===== src/rtl/generador_vecinos_simd.sv =====
// generador_vecinos_simd: raster-walks the destination image, fetches the four
// source neighbours of every pixel and hands LANES-wide batches to the SIMD
// bilinear unit through its simd_iniciar / simd_listo handshake.
module generador_vecinos_simd #(
  parameter int LANES  = 4,
  parameter int ADDR_W = 16
) (
  input  logic                    clk,
  input  logic                    rst,
  input  logic                    iniciar_img,
  input  logic [8:0]              ancho_src,
  input  logic [8:0]              alto_src,
  input  logic [15:0]             ancho_dst,
  input  logic [15:0]             alto_dst,
  input  logic [15:0]             paso_x,
  input  logic [15:0]             paso_y,
  output logic                    mem_rd,
  output logic [ADDR_W-1:0]       mem_dir,
  input  logic [7:0]              mem_dato,
  output logic                    simd_iniciar,
  input  logic                    simd_listo,
  output logic [LANES-1:0][7:0]   p00_salida,
  output logic [LANES-1:0][7:0]   p10_salida,
  output logic [LANES-1:0][7:0]   p01_salida,
  output logic [LANES-1:0][7:0]   p11_salida,
  output logic [LANES-1:0][15:0]  fx_salida,
  output logic [LANES-1:0][15:0]  fy_salida,
  output logic [LANES-1:0]        carril_valido,
  output logic [15:0]             lote_x0,
  output logic [15:0]             lote_y,
  output logic                    ocupado,
  output logic                    fin_img
);

  localparam int LW = (LANES > 1) ? $clog2(LANES) : 1;

  typedef enum logic [2:0] {REPOSO, CARRIL, LEER, EMITIR, ESPERAR, FIN} estado_t;

  estado_t                 estado_q;
  logic [1:0]              fase_q;
  logic [LW-1:0]           carril_q;
  logic [8:0]              ancho_src_q, alto_src_q;
  logic [15:0]             ancho_dst_q, alto_dst_q, paso_x_q, paso_y_q;
  logic [15:0]             sx_q, sy_q, dst_x_q, dst_y_q;
  logic                    fin_pend_q;
  logic                    mem_rd_q, simd_iniciar_q, ocupado_q, fin_img_q;
  logic [ADDR_W-1:0]       mem_dir_q;
  logic [LANES-1:0][7:0]   p00_q, p10_q, p01_q, p11_q;
  logic [LANES-1:0][15:0]  fx_q, fy_q;
  logic [LANES-1:0]        valido_q;
  logic [15:0]             lote_x0_q, lote_y_q;

  // Neighbour+1 clamped to the last source column/row (size-1).
  function automatic logic [7:0] lim(input logic [7:0] c, input logic [8:0] n);
    logic [8:0] s;
    s = {1'b0, c} + 9'd1;
    return (s > (n - 9'd1)) ? 8'(n - 9'd1) : s[7:0];
  endfunction

  // Row-major source address, wrapping at the address width.
  function automatic logic [ADDR_W-1:0] dir_f(input logic [7:0] x, input logic [7:0] y,
                                               input logic [8:0] w);
    return ADDR_W'(y) * ADDR_W'(w) + ADDR_W'(x);
  endfunction

  logic [7:0]  x0, x1, y0, y1;
  logic        fin_fila, lote_lleno;
  logic [15:0] sx_d, sy_d;

  assign x0         = sx_q[15:8];
  assign y0         = sy_q[15:8];
  assign x1         = lim(x0, ancho_src_q);
  assign y1         = lim(y0, alto_src_q);
  assign fin_fila   = (dst_x_q == ancho_dst_q - 16'd1);
  assign lote_lleno = (carril_q == LW'(LANES - 1));
  assign sx_d       = fin_fila ? 16'd0 : sx_q + paso_x_q;
  assign sy_d       = fin_fila ? sy_q + paso_y_q : sy_q;

  // Batch/read sequencer: one lane = CARRIL (p00 read) + 4 LEER cycles.
  always_ff @(posedge clk or posedge rst) begin
    if (rst) begin
      estado_q       <= REPOSO;
      fase_q         <= '0;
      carril_q       <= '0;
      ancho_src_q    <= '0;
      alto_src_q     <= '0;
      ancho_dst_q    <= '0;
      alto_dst_q     <= '0;
      paso_x_q       <= '0;
      paso_y_q       <= '0;
      sx_q           <= '0;
      sy_q           <= '0;
      dst_x_q        <= '0;
      dst_y_q        <= '0;
      fin_pend_q     <= 1'b0;
      mem_rd_q       <= 1'b0;
      mem_dir_q      <= '0;
      simd_iniciar_q <= 1'b0;
      ocupado_q      <= 1'b0;
      fin_img_q      <= 1'b0;
      p00_q          <= '0;
      p10_q          <= '0;
      p01_q          <= '0;
      p11_q          <= '0;
      fx_q           <= '0;
      fy_q           <= '0;
      valido_q       <= '0;
      lote_x0_q      <= '0;
      lote_y_q       <= '0;
    end else begin
      case (estado_q)
        REPOSO: begin
          if (iniciar_img) begin
            ancho_src_q <= ancho_src;
            alto_src_q  <= alto_src;
            ancho_dst_q <= ancho_dst;
            alto_dst_q  <= alto_dst;
            paso_x_q    <= paso_x;
            paso_y_q    <= paso_y;
            sx_q        <= '0;
            sy_q        <= '0;
            dst_x_q     <= '0;
            dst_y_q     <= '0;
            carril_q    <= '0;
            fase_q      <= '0;
            fin_pend_q  <= 1'b0;
            if (ancho_dst == 16'd0 || alto_dst == 16'd0) begin
              fin_img_q <= 1'b1;
              estado_q  <= FIN;
            end else begin
              ocupado_q <= 1'b1;
              mem_rd_q  <= 1'b1;
              mem_dir_q <= '0;
              estado_q  <= CARRIL;
            end
          end
        end
        CARRIL: begin
          // Lane 0 opens a fresh batch: unused lanes must read back as zero.
          if (carril_q == '0) begin
            p00_q     <= '0;
            p10_q     <= '0;
            p01_q     <= '0;
            p11_q     <= '0;
            fx_q      <= '0;
            fy_q      <= '0;
            valido_q  <= '0;
            lote_x0_q <= dst_x_q;
            lote_y_q  <= dst_y_q;
          end
          fx_q[carril_q]     <= {8'h00, sx_q[7:0]};
          fy_q[carril_q]     <= {8'h00, sy_q[7:0]};
          valido_q[carril_q] <= 1'b1;
          mem_dir_q          <= dir_f(x1, y0, ancho_src_q);
          fase_q             <= '0;
          estado_q           <= LEER;
        end
        LEER: begin
          fase_q <= fase_q + 2'd1;
          case (fase_q)
            2'd0: begin
              p00_q[carril_q] <= mem_dato;
              mem_dir_q       <= dir_f(x0, y1, ancho_src_q);
            end
            2'd1: begin
              p10_q[carril_q] <= mem_dato;
              mem_dir_q       <= dir_f(x1, y1, ancho_src_q);
            end
            2'd2: begin
              p01_q[carril_q] <= mem_dato;
              mem_rd_q        <= 1'b0;
            end
            default: begin
              p11_q[carril_q] <= mem_dato;
              fin_pend_q      <= fin_fila && (dst_y_q == alto_dst_q - 16'd1);
              sx_q            <= sx_d;
              sy_q            <= sy_d;
              dst_x_q         <= fin_fila ? 16'd0 : dst_x_q + 16'd1;
              dst_y_q         <= fin_fila ? dst_y_q + 16'd1 : dst_y_q;
              if (fin_fila || lote_lleno) begin
                estado_q <= EMITIR;
              end else begin
                carril_q  <= carril_q + LW'(1);
                mem_rd_q  <= 1'b1;
                mem_dir_q <= dir_f(sx_d[15:8], sy_d[15:8], ancho_src_q);
                estado_q  <= CARRIL;
              end
            end
          endcase
        end
        EMITIR: begin
          simd_iniciar_q <= 1'b1;
          estado_q       <= ESPERAR;
        end
        ESPERAR: begin
          simd_iniciar_q <= 1'b0;
          if (simd_listo) begin
            if (fin_pend_q) begin
              fin_img_q <= 1'b1;
              ocupado_q <= 1'b0;
              estado_q  <= FIN;
            end else begin
              carril_q  <= '0;
              mem_rd_q  <= 1'b1;
              mem_dir_q <= dir_f(x0, y0, ancho_src_q);
              estado_q  <= CARRIL;
            end
          end
        end
        FIN: begin
          fin_img_q <= 1'b0;
          estado_q  <= REPOSO;
        end
        default: estado_q <= REPOSO;
      endcase
    end
  end

  assign mem_rd        = mem_rd_q;
  assign mem_dir       = mem_dir_q;
  assign simd_iniciar  = simd_iniciar_q;
  assign p00_salida    = p00_q;
  assign p10_salida    = p10_q;
  assign p01_salida    = p01_q;
  assign p11_salida    = p11_q;
  assign fx_salida     = fx_q;
  assign fy_salida     = fy_q;
  assign carril_valido = valido_q;
  assign lote_x0       = lote_x0_q;
  assign lote_y        = lote_y_q;
  assign ocupado       = ocupado_q;
  assign fin_img       = fin_img_q;

endmodule


===== config.mk =====
export PLATFORM = sky130hd
export DESIGN_NAME = generador_vecinos_simd
export DESIGN_NICKNAME = d
export VERILOG_FILES = /design/src/rtl/generador_vecinos_simd.sv
export SDC_FILE = /design/constraint.sdc
export NUM_CORES = 2
export LEC_CHECK = 0
export BUFFER_PORTS_ARGS = -buffer_cell sky130_fd_sc_hd__buf_2
export CORE_AREA = 4 4 274 276
export CTS_CLUSTER_SIZE = 16
export DETAILED_ROUTE_END_ITERATION = 8
export DIE_AREA = 0 0 278 280
export SYNTH_ARGS = -nofsm -noshare
export SYNTH_HDL_FRONTEND = slang
export SYNTH_SLANG_ARGS = --single-unit

===== constraint.sdc =====
create_clock -name clk -period 27.1 [get_ports clk]
set_clock_uncertainty 0.15 [all_clocks]
set_input_delay 1.355 -clock clk [delete_from_list [all_inputs] [get_ports clk]]
set_output_delay 1.355 -clock clk [all_outputs]
set_load 0.01 [all_outputs]

==> impl_metrics.json <==
{
  "critPathKind": "reg2reg",
  "combPwrFrac": 0.449,
  "dp_cells": 4502,
  "yosysMostFrequentCell": "nand2_1",
  "fin_setup_tns_ns": 0,
  "r2r_slack_ns": 18.29,
  "top_level_ports": 406,
  "synthArstFlopShare": 1.00,
  "routed_wl_um": 86700,
  "tritoncts": "built",
  "worst_slew_pin_slew_ns": 1.12,
  "worstReg2RegStart": "alto_src_q[2]",
  "min_path_type": "reg2reg",
  "synth_flop_cell": "dfrtp_1",
  "crit_fanout": 12,
  "drv_slew": 0,
  "fillers": 7266,
  "p_leak_nw": 16.8,
  "clock.fmax_mhz": 113,
  "r2r_cells": 26,
  "period_share": 0.325,
  "switching_share": 0.440,
  "numCtsBuffers": 44,
  "synth_area_leaders": "dfrtp_1 35%, nand2_1 9.9%, fa_1 9.4%",
  "rsz0062_at_grt": "no",
  "synth-edff-count": 0,
  "ant_nets": 0,
  "ctsResizeCount": 0,
  "cts.path.max_buffers": 3,
  "power.share.clock": 0.225,
  "setup_viol": 0,
  "gp_congestion": 0.867,
  "power.density_mw_per_mm2": 83.1,
  "internal_power_mw": 1.52,
  "synth_seq_cells": 402,
  "hold_end": "carril_valido[0]",
  "min_from": "carril_valido[0]",
  "final_net_count": 4004,
  "clk_latency_ns": 0.59,
  "vias_per_cell": 5.25,
  "maxCapViolations": 0,
  "grt_pass1_vias": 23600,
  "cts_setup_buffers": 0,
  "synth_area_mm2": 0.0289,
  "die_area_mm2": 0.0778,
  "hold_ws_ns": 0.314,
  "pwr-share-seq": 0.326,
  "syn_inst": 3336,
  "area_growth_pct": 13.1,
  "rows": 99,
  "yosys_warnings": 0,
  "netlist.top_cell.by_area": "dfrtp_1",
  "via_count": 24000,
  "hold_buffers": 0,
  "p_total_mw": 2.71,
  "overflow": 0,
  "avgSynthCellArea_um2": 8.65,
  "grt_usage": 0.220,
  "drt_iter0_markers": 1648,
  "whs_path_depth": 1,
  "cts_max_level": 2,
  "cts_root_buffer": "clkbuf_16",
  "wl_per_cell_um": 18.9,
  "fin_cells": 4583,
  "cp-startpoint": "alto_src_q[2]",
  "ir_worst_vdd_mv": 0.0525,
  "synth.distinct_cells": 89,
  "portBuffers": 341,
  "yosysSeqAreaShare": 0.349,
  "cp_data_arrival_time_ns": 9.14,
  "yosysTopAreaCellShare": 0.349,
  "antenna_found_initial": 3,
  "core_mm2": 0.0726,
  "grt_pass1_wl_um": 138000,
  "die-height_um": 280,
  "path_clk_slew_ns": 0.06,
  "drive_gt1_frac": 0.138,
  "crit_path_end_kind": "flop",
  "hpwl_um": 64600,
  "maxSlewHeadroom": 0.250,
  "switchingPower_mw": 1.19,
  "first_pass_iters": 5,
  "r2r-end": "mem_dir[13]",
  "worstPathRequired_ns": 27.43,
  "layout_min_cycle_time_ns": 8.81,
  "drc": 0,
  "grt_max_degree": 153,
  "final_hold_viol_count": 0,
  "start_util": 0.398,
  "cts.sinks": 402,
  "die_w_um": 278,
  "start_kind": "flop",
  "synthTopCellsByCount": "762 x nand2_1, 402 x dfrtp_1, 276 x o21ai_0, 224 x inv_1, 186 x ha_1",
  "status": "finished clean"
}
sequential cells by signal, indices dropped and copies added (netlist names), 32 cells and up:
name        cells
fx_salida      32
p00_salida     32
p11_salida     32
fy_salida      32
p01_salida     32
p10_salida     32
through the flow:
stage,util,worst slack [ns],cell area [um2]
2_1_floorplan,-,14.41,29100
3_3_place_gp,0.429,18.43,31200
3_5_place_dp,0.429,18.29,31200
4_1_cts,0.450,18.31,32600
5_1_grt,0.450,17.49,32600
6_report,0.450,18.29,32600
worst max path at each step:
stage                     to  slack [ns]  cells after the start
2_1_floorplan  alto_dst_q[0]       14.41                      1
3_3_place_gp     mem_dir[13]       18.43                     27
3_5_place_dp     mem_dir[13]       18.29                     28
4_1_cts          mem_dir[13]       18.31                     26
5_1_grt          mem_dir[13]       17.49                     28
6_report         mem_dir[13]       18.29                     26
per-layer routing:
layer	routed length, um	part of all wire	up-vias	track usage
li1	-	-	11500	-
met1	39700	0.46	11800	0.310
met2	40800	0.47	613	0.367
met3	4620	0.053	98	0.0300
met4	1620	0.019	4	0.0445
met5	25	0.00029	-	0
placed cells by master, fill, tap and decap left out, types with 11 or more instances in the layout:
cell and count:
a211oi_1 15, a21o_1 30, a21oi_1 88, a22o_1 51
a31oi_1 43, and2_1 111, and3_1 45, buf_2 341
buf_4 34, clkbuf_16 44, conb_1 64, dfrtp_1 402
fa_1 135, ha_1 186, inv_1 223, mux2_2 14
mux2i_1 12, nand2_1 759, nand2b_1 24, nand3_1 60
nand4_1 15, nor2_1 118, nor2b_1 53, nor3_1 47
nor4_1 23, o21a_1 15, o21ai_0 276, o21ai_1 15
o31ai_1 12, or2_2 11, xnor2_1 105, xor2_1 63
layout make-up:
type | instances | area (um2) | area share
clock inverters | 16 | 189 | 0.00579
flip-flops and latches | 402 | 10100 | 0.308
repair buffers | 376 | 1980 | 0.0607
clock buffers | 64 | 1280 | 0.0391
well taps | 959 | 1200 | 0.0368
multi-input cells | 2538 | 17100 | 0.523
inverters | 227 | 860 | 0.0263
diodes | 1 | 2.50 | 0.0000767
cell families (layout without fill, tap and decap cells):
logic type,after synthesis,count (layout),synth area share
simple gates,1312,1312,0.207
compound gates,647,647,0.140
buf+inv,459,683,0.0692
flops,402,402,0.349
fa+ha+maj,321,321,0.174
xor+xnor,168,168,0.0510
mux,26,26,0.00962
other cells,1,65,0.000130
power by group through the flow:
stage | Combinational (mW) | Sequential, mW | Clock [mW]
2_1_floorplan | 0.824 | 0.878 | 0
3_3_place_gp | 1.21 | 0.890 | 0
3_5_place_dp | 1.22 | 0.895 | 0
4_1_cts | 1.22 | 0.884 | 0.626
5_1_grt | 1.37 | 0.906 | 0.650
6_report | 1.22 | 0.885 | 0.610
critical path, stage by stage (launching register included):
cell,delay (ns)
dfrtp_1,0.43
or4_1,0.56
or4_1,0.49
and2_1,0.19
ha_1,0.20
nor3_1,0.24
nand3_1,0.11
o211ai_1,0.83
mux2i_1,0.68
and2_1,0.23
fa_1,0.44
fa_1,0.52
fa_1,0.55
inv_1,0.06
fa_1,0.53
inv_1,0.04
ha_1,0.35
and3_1,0.23
a221oi_1,0.50
nor3b_1,0.10
o32ai_1,0.36
nor2_1,0.16
nand3_1,0.13
xor2_1,0.08
o21ai_0,0.18
o22ai_1,0.09
mux2_2,0.28
(Power assumes the default switching activity.)
